### src/rtl/mul_exu.sv
// mul_exu: single-issue multiply/divide execution unit that broadcasts its result over the CDB.
// Build option: define MUL_EXU_DIV_EN to include the restoring divider for opcodes 4..7.
module mul_exu #(
    parameter int unsigned  TAG_W     = 4,
    parameter int unsigned  OPC_W     = 4,
    parameter int unsigned  ROB_DEPTH = 16,
    parameter int unsigned  MUL_LAT   = 2,
    localparam int unsigned ROB_PTR_W = $clog2(ROB_DEPTH)
) (
    input  logic                 clk,
    input  logic                 rst,
    input  logic                 exu_req,
    output logic                 exu_rdy,
    input  logic [TAG_W-1:0]     exu_tag,
    input  logic [OPC_W-1:0]     exu_opc,
    input  logic [31:0]          exu_src1,
    input  logic [31:0]          exu_src2,
    input  logic [ROB_PTR_W-1:0] exu_inst_id,
    output logic                 cdb_req,
    input  logic                 cdb_gnt,
    output logic [TAG_W-1:0]     cdb_tag,
    output logic [31:0]          cdb_wdata,
    output logic [ROB_PTR_W-1:0] cdb_inst_id
);

    localparam int unsigned CNT_W   = 6;
    // One operand-setup cycle, 32 iterations, one sign-fixup cycle.
    localparam int unsigned DIV_CYC = 34;

    typedef enum logic [1:0] { IDLE, MUL, DIV, DONE } state_t;

    state_t                r_state;
    state_t                w_state_nxt;
    logic [CNT_W-1:0]      r_cnt;
    logic [CNT_W-1:0]      w_cnt_nxt;
    logic                  w_accept;
    logic                  w_is_div_op;

    logic                  r_rdy;
    logic                  r_cdb_req;
    logic [TAG_W-1:0]      r_tag;
    logic [OPC_W-1:0]      r_opc;
    logic [31:0]           r_src1;
    logic [31:0]           r_src2;
    logic [ROB_PTR_W-1:0]  r_inst_id;
    logic [31:0]           r_wdata;
    logic [31:0]           w_mul_res;
    logic [31:0]           w_div_res;

    logic                  w_a_sgn;
    logic                  w_b_sgn;
    logic [63:0]           w_a_ext;
    logic [63:0]           w_b_ext;
    logic [63:0]           w_prod;

    assign exu_rdy     = r_rdy;
    assign cdb_req     = r_cdb_req;
    assign cdb_tag     = r_tag;
    assign cdb_wdata   = r_wdata;
    assign cdb_inst_id = r_inst_id;

    // State and latency counter
    always_ff @(posedge clk) begin
        if (rst) begin
            r_state <= IDLE;
            r_cnt   <= '0;
        end else begin
            r_state <= w_state_nxt;
            r_cnt   <= w_cnt_nxt;
        end
    end

    always_comb begin
        w_state_nxt = r_state;
        w_cnt_nxt   = r_cnt;
        w_accept    = 1'b0;
        case (r_state)
            IDLE: begin
                if (exu_req) begin
                    w_accept = 1'b1;
                    if (w_is_div_op) begin
                        w_state_nxt = DIV;
                        w_cnt_nxt   = CNT_W'(DIV_CYC - 1);
                    end else begin
                        w_state_nxt = MUL;
                        w_cnt_nxt   = CNT_W'(MUL_LAT - 1);
                    end
                end
            end
            MUL, DIV: begin
                if (r_cnt == '0) begin
                    w_state_nxt = DONE;
                end else begin
                    w_cnt_nxt = r_cnt - CNT_W'(1);
                end
            end
            DONE: begin
                if (r_cdb_req && cdb_gnt) begin
                    w_state_nxt = IDLE;
                end
            end
            default: w_state_nxt = IDLE;
        endcase
    end

    // Operand capture and registered CDB payload
    always_ff @(posedge clk) begin
        if (rst) begin
            r_rdy     <= 1'b1;
            r_cdb_req <= 1'b0;
            r_tag     <= '0;
            r_opc     <= '0;
            r_src1    <= '0;
            r_src2    <= '0;
            r_inst_id <= '0;
            r_wdata   <= '0;
        end else begin
            r_rdy     <= (w_state_nxt == IDLE);
            r_cdb_req <= (w_state_nxt == DONE);
            if (w_accept) begin
                r_tag     <= exu_tag;
                r_opc     <= exu_opc;
                r_src1    <= exu_src1;
                r_src2    <= exu_src2;
                r_inst_id <= exu_inst_id;
            end
            if ((r_state == MUL) && (r_cnt == '0)) begin
                r_wdata <= w_mul_res;
            end
            if ((r_state == DIV) && (r_cnt == '0)) begin
                r_wdata <= w_div_res;
            end
        end
    end

    // 33-bit sign/zero extension per opcode; low 64 bits of the product are exact.
    assign w_a_sgn = ((r_opc == OPC_W'(1)) || (r_opc == OPC_W'(2))) && r_src1[31];
    assign w_b_sgn = (r_opc == OPC_W'(1)) && r_src2[31];
    assign w_a_ext = {{32{w_a_sgn}}, r_src1};
    assign w_b_ext = {{32{w_b_sgn}}, r_src2};
    assign w_prod  = w_a_ext * w_b_ext;

    always_comb begin
        w_mul_res = '0;
        if (r_opc == OPC_W'(0)) begin
            w_mul_res = w_prod[31:0];
        end else if (r_opc <= OPC_W'(3)) begin
            w_mul_res = w_prod[63:32];
        end
    end

`ifdef MUL_EXU_DIV_EN
    logic        w_signed;
    logic        w_neg1;
    logic        w_neg2;
    logic        w_ge;
    logic [32:0] w_rem_sh;
    logic [31:0] w_rem_nxt;
    logic [31:0] w_quo;
    logic [31:0] w_rmd;
    logic [31:0] r_dvd;
    logic [31:0] r_dvs;
    logic [31:0] r_rem;

    assign w_is_div_op = (exu_opc >= OPC_W'(4)) && (exu_opc <= OPC_W'(7));
    assign w_signed    = ~r_opc[0];
    assign w_neg1      = w_signed & r_src1[31];
    assign w_neg2      = w_signed & r_src2[31];

    assign w_rem_sh  = {r_rem, r_dvd[31]};
    assign w_ge      = (w_rem_sh >= {1'b0, r_dvs});
    assign w_rem_nxt = w_ge ? 32'(w_rem_sh - {1'b0, r_dvs}) : w_rem_sh[31:0];

    // Restoring divider on magnitudes; r_dvd shifts out dividend bits and in quotient bits.
    always_ff @(posedge clk) begin
        if (r_state == DIV) begin
            if (r_cnt == CNT_W'(DIV_CYC - 1)) begin
                r_dvd <= w_neg1 ? (~r_src1 + 32'd1) : r_src1;
                r_dvs <= w_neg2 ? (~r_src2 + 32'd1) : r_src2;
                r_rem <= '0;
            end else if (r_cnt != '0) begin
                r_rem <= w_rem_nxt;
                r_dvd <= {r_dvd[30:0], w_ge};
            end
        end
    end

    // Zero divisor forces an all-ones quotient; the remainder already equals the dividend.
    assign w_quo     = (r_src2 == '0) ? '1
                     : ((w_neg1 ^ w_neg2) ? (~r_dvd + 32'd1) : r_dvd);
    assign w_rmd     = w_neg1 ? (~r_rem + 32'd1) : r_rem;
    assign w_div_res = r_opc[1] ? w_rmd : w_quo;
`else
    assign w_is_div_op = 1'b0;
    assign w_div_res   = '0;
`endif

endmodule

### config.mk
export PLATFORM = sky130hd
export DESIGN_NAME = mul_exu
export DESIGN_NICKNAME = d
export VERILOG_FILES = /design/src/rtl/mul_exu.sv
export SDC_FILE = /design/constraint.sdc
export NUM_CORES = 2
export LEC_CHECK = 0
export ABC_AREA = 1
export CAP_MARGIN = 5
export CORE_MARGIN = 2
export CORE_UTILIZATION = 50
export CTS_BUF_LIST = sky130_fd_sc_hd__clkbuf_8 sky130_fd_sc_hd__clkbuf_16
export DETAILED_ROUTE_END_ITERATION = 6
export PLACE_DENSITY = 0.71
export SYNTH_ARGS = -nofsm -noshare
export SYNTH_HDL_FRONTEND = slang
export SYNTH_SLANG_ARGS = --single-unit
### constraint.sdc
create_clock -name clk -period 10 [get_ports clk]
set_input_delay 1 -clock clk [delete_from_list [all_inputs] [get_ports clk]]
set_output_delay 1 -clock clk [all_outputs]
set_load 0.05 [all_outputs]
==> results by group <==
Clock tree
  • Clock transition at path regs: 0.07 ns
  • Max clock buf depth: 2
  • Clk sinks: 118
  • Htree depth: 4
  • Post_cts resized: 0
  • Clock root buffer: clkbuf_16
  • Number of post-CTS setup repair buffers: 0
  • Worst skew pair latency: 0.51 ns
  • CTS tree: built
  • CTS buffer count: 17
  • CTS Hold Bufs: 0

Timing
  • Hold violation count in the final report: 0
  • Setup TNS: 0 ns
  • Crit share post-route: 89.0%
  • Worst rel slew slack: 23.2%
  • RSZ-0062 raised after global routing: no
  • Slew @ Worst Pin: 1.15 ns
  • Tmin final: 8.90 ns
  • Final setup viols: 0
  • Fmax achieved: 0.112 GHz
  • Final Max Tran Viols: 0
  • Clk_skew: 0.0203 ns

Detailed routing
  • First-pass iteration count of the detailed router: 6
  • Total Wirelength: 128000 um
  • DR vias/cell: 5.24
  • Max Used Layer: met4
  • Starting DRC count in detailed routing: 2902
  • Detail Route met3 WL: 9350 um
  • Remaining antenna violation count: 0
  • DR WL/cell: 18.9 um
  • DR vias: 35700
  • Met2 routed WL: 62000 um
  • Residual DRC count: 0
  • DRT met1 WL: 50700 um

Yosys
  • Mapped Area: 44500 sq um
  • Post-synth EDFFs: 0
  • Adder-cell share of the synthesized area: 56.7%
  • Flops & latches, synth: 118
  • Post-synth ARST share: 0%
  • Largest family of logic cells by synthesized area: adder cells
  • Post-Synth XOR/XNOR Area: 0.197%
  • Synth Area in Compound Gates: 4.30%
  • Syn. warnings: 0
  • Mapped Avg Cell Area: 7.79 sq um
  • Mux cell area share after synthesis: 0%
  • Prevailing post-synth register cell: dfxtp_1
  • Synth Area in Simple Gates: 16.9%
  • Syn Inst Count: 5712
  • Syn_nets: 7134
  • Post-synthesis cell type count: 36
  • Seq/Total Area, Yosys: 5.31%

Critical path
  • CP peak stage delay: 0.62 ns
  • WP buf/inv: 10
  • Critical path endpoint category: flip-flop
  • Setup slack, reg-to-reg: 1.10 ns
  • Worst R2R Path Depth: 33
  • Worst Setup EP: cdb_wdata[31]$_SDFFE_PP0P_
  • Crit Path Max Fanout: 16
  • Crit path max-delay family: adder cells
  • Crit path required time: 10.44 ns
  • Crit path from: r_opc[1]$_SDFFE_PP0P_
  • CP max-delay cell: fa_1
  • Arrival time worst endpoint: 9.34 ns
  • Startpoint types: flip-flop
  • Number of cells on the critical path: 33
  • RR Startpoint: r_opc[1]$_SDFFE_PP0P_
  • CP Class: reg2reg
  • Reg2Reg Capture Point: cdb_wdata[31]$_SDFFE_PP0P_

GRT
  • Gr usage total: 30.2%
  • Vias in the first global route: 38600
  • Largest net degree at the start of global routing: 60
  • First-pass GRT wire length: 211000 um
  • Initial antenna violation count: 0
  • Global route total overflow: 0

Floorplanning
  • DIE HEIGHT: 302 um
  • Row Count: 109
  • Die width: 302 um
  • Boundary Pins: 122
  • Starting density of the core: 50.4%
  • Core ar.: 88200 sq um
  • Die area: 91400 sq um

Final layout
  • Leading cell type in the layout, fill and taps excluded: inv_1
  • Area delta synth->final: 6.11%
  • Share of cells above drive strength 1: 2.70%
  • Finished Cell Area: 47200 sq um
  • Commonest non-fill, non-tap cells in the layout: inv_1, nand2_1, fa_1
  • Cell Count, Final, Fillers Out: 6802
  • Final nets: 7045
  • Filler cell count: 8263

Power and ir drop
  • Maximum vdd drop: 0.334 mV
  • Static leakage: 25.3 nW
  • Total power: 10.6 mW
  • Pwr dens: 225 nW/um^2

Worst hold path
  • Worst Hold Class: reg2reg

Status
  • Status: finished, final reports clean

Place
  • I/O Buffers: 121
  • Detailed Place HPWL: 107000 um
  • Post-Place Cells: 6769
  • DP Area: 46600 sq um
  • GPL Wtd Cong: 0.999

Run
  • Max cap viols: 0
[metrics by stage]
| stage | hold WS, ns | utilization [%] | setup slack, ns |
|---|---|---|---|
| final | 0.487 | 53.5 | 1.10 |
| after global routing | 0.510 | 53.5 | 0.344 |
| after CTS | 0.486 | 53.5 | 1.13 |
| after detailed placement | 0.473 | 52.8 | 1.14 |
| after global placement | 0.449 | 52.8 | 1.35 |
| after floorplan | 0.431 | - | 2.35 |
[worst min path at each step]
stage                                        from                       to  depth (start not counted)
after global routing        r_cnt[0]$_SDFFE_PP0P_    r_cnt[0]$_SDFFE_PP0P_                          1
after detailed placement    r_cnt[0]$_SDFFE_PP0P_    r_cnt[0]$_SDFFE_PP0P_                          1
final                     cdb_tag[3]$_SDFFE_PP0P_  cdb_tag[3]$_SDFFE_PP0P_                          2
after global placement      r_cnt[0]$_SDFFE_PP0P_    r_cnt[0]$_SDFFE_PP0P_                          1
after CTS                   r_cnt[0]$_SDFFE_PP0P_    r_cnt[0]$_SDFFE_PP0P_                          1
after floorplan             r_cnt[0]$_SDFFE_PP0P_    r_cnt[0]$_SDFFE_PP0P_                          1
[state kept, by name (all words and copies together), names as in the netlist]
| signal | count |
|---|---|
| cdb_inst_id | 4 |
| cdb_req | 1 |
| cdb_tag | 4 |
| cdb_wdata | 32 |
| exu_rdy | 1 |
| r_cnt | 6 |
| r_opc | 4 |
| r_src1 | 32 |
| r_src2 | 32 |
| r_state | 2 |
[power breakdown]
group	internal [mW]	leakage (nW)	switching, mW
registers	0.553	0.977	0.193
logic	3.00	24.0	6.16
clock network	0.407	0.304	0.297
total	3.96	25.3	6.65
[worst reg2reg max path, delay by kind of cell, from the launching register on]
family,cells,cell delay [ns]
adder cells (fa/ha/maj),9,4.60
AND/OR/NAND/NOR,13,1.90
buffers and inverters,10,1.79
flip-flops,1,0.38
AO/OA/AOI/OAI,1,0.16
[synth_stat cells, types with 5 or more instances]
cell | instances | share of area [%]
nand4_1 | 22 | 0.31
xor2_1 | 6 | 0.12
clkbuf_1 | 289 | 2.4
nand3b_1 | 7 | 0.12
or2_2 | 9 | 0.13
inv_2 | 7 | 0.059
buf_2 | 6 | 0.067
nor3_1 | 12 | 0.13
dfxtp_1 | 118 | 5.3
ha_1 | 217 | 6.1
inv_1 | 1657 | 14
nor2_1 | 315 | 2.7
nand3_1 | 103 | 1.2
a31oi_1 | 5 | 0.070
a21oi_1 | 148 | 1.7
or2_1 | 6 | 0.084
nand2_1 | 1419 | 12
o21ai_1 | 14 | 0.16
fa_1 | 1125 | 51
o21ai_0 | 172 | 1.9
o21bai_1 | 18 | 0.30
nand2_2 | 6 | 0.084
[per-layer routing]
layer	vias to the layer above	global-route usage, %
met5	-	0
met4	0	13.6
met3	322	4.45
met2	1501	50.6
met1	18000	39.0
li1	15800	-
[cell type report]
cell class                      count  area [sq um]  area share, %
Timing Repair Buffer              191          1740           3.68
Clock inverter                     13           169          0.358
Sequential cell                   118          2370           5.03
Antenna cell                        1          2.50        0.00530
Multi-Input combinational cell   3631         34800           73.7
Tap cell                         1165          1460           3.09
Clock buffer                       19           453          0.959
Inverter                         1664          6250           13.2
[cells by family (layout without fill, tap and decap cells)]
family	Yosys count	count (layout)
and+or+nand+nor	1913	1913
AOI/OAI and AO/OA	366	366
buffers and inverters	1963	1887
adders and majority gates	1342	1342
other	0	1
xor gates and xnor gates	10	10
DFF	118	118
(Power assumes the default switching activity.)
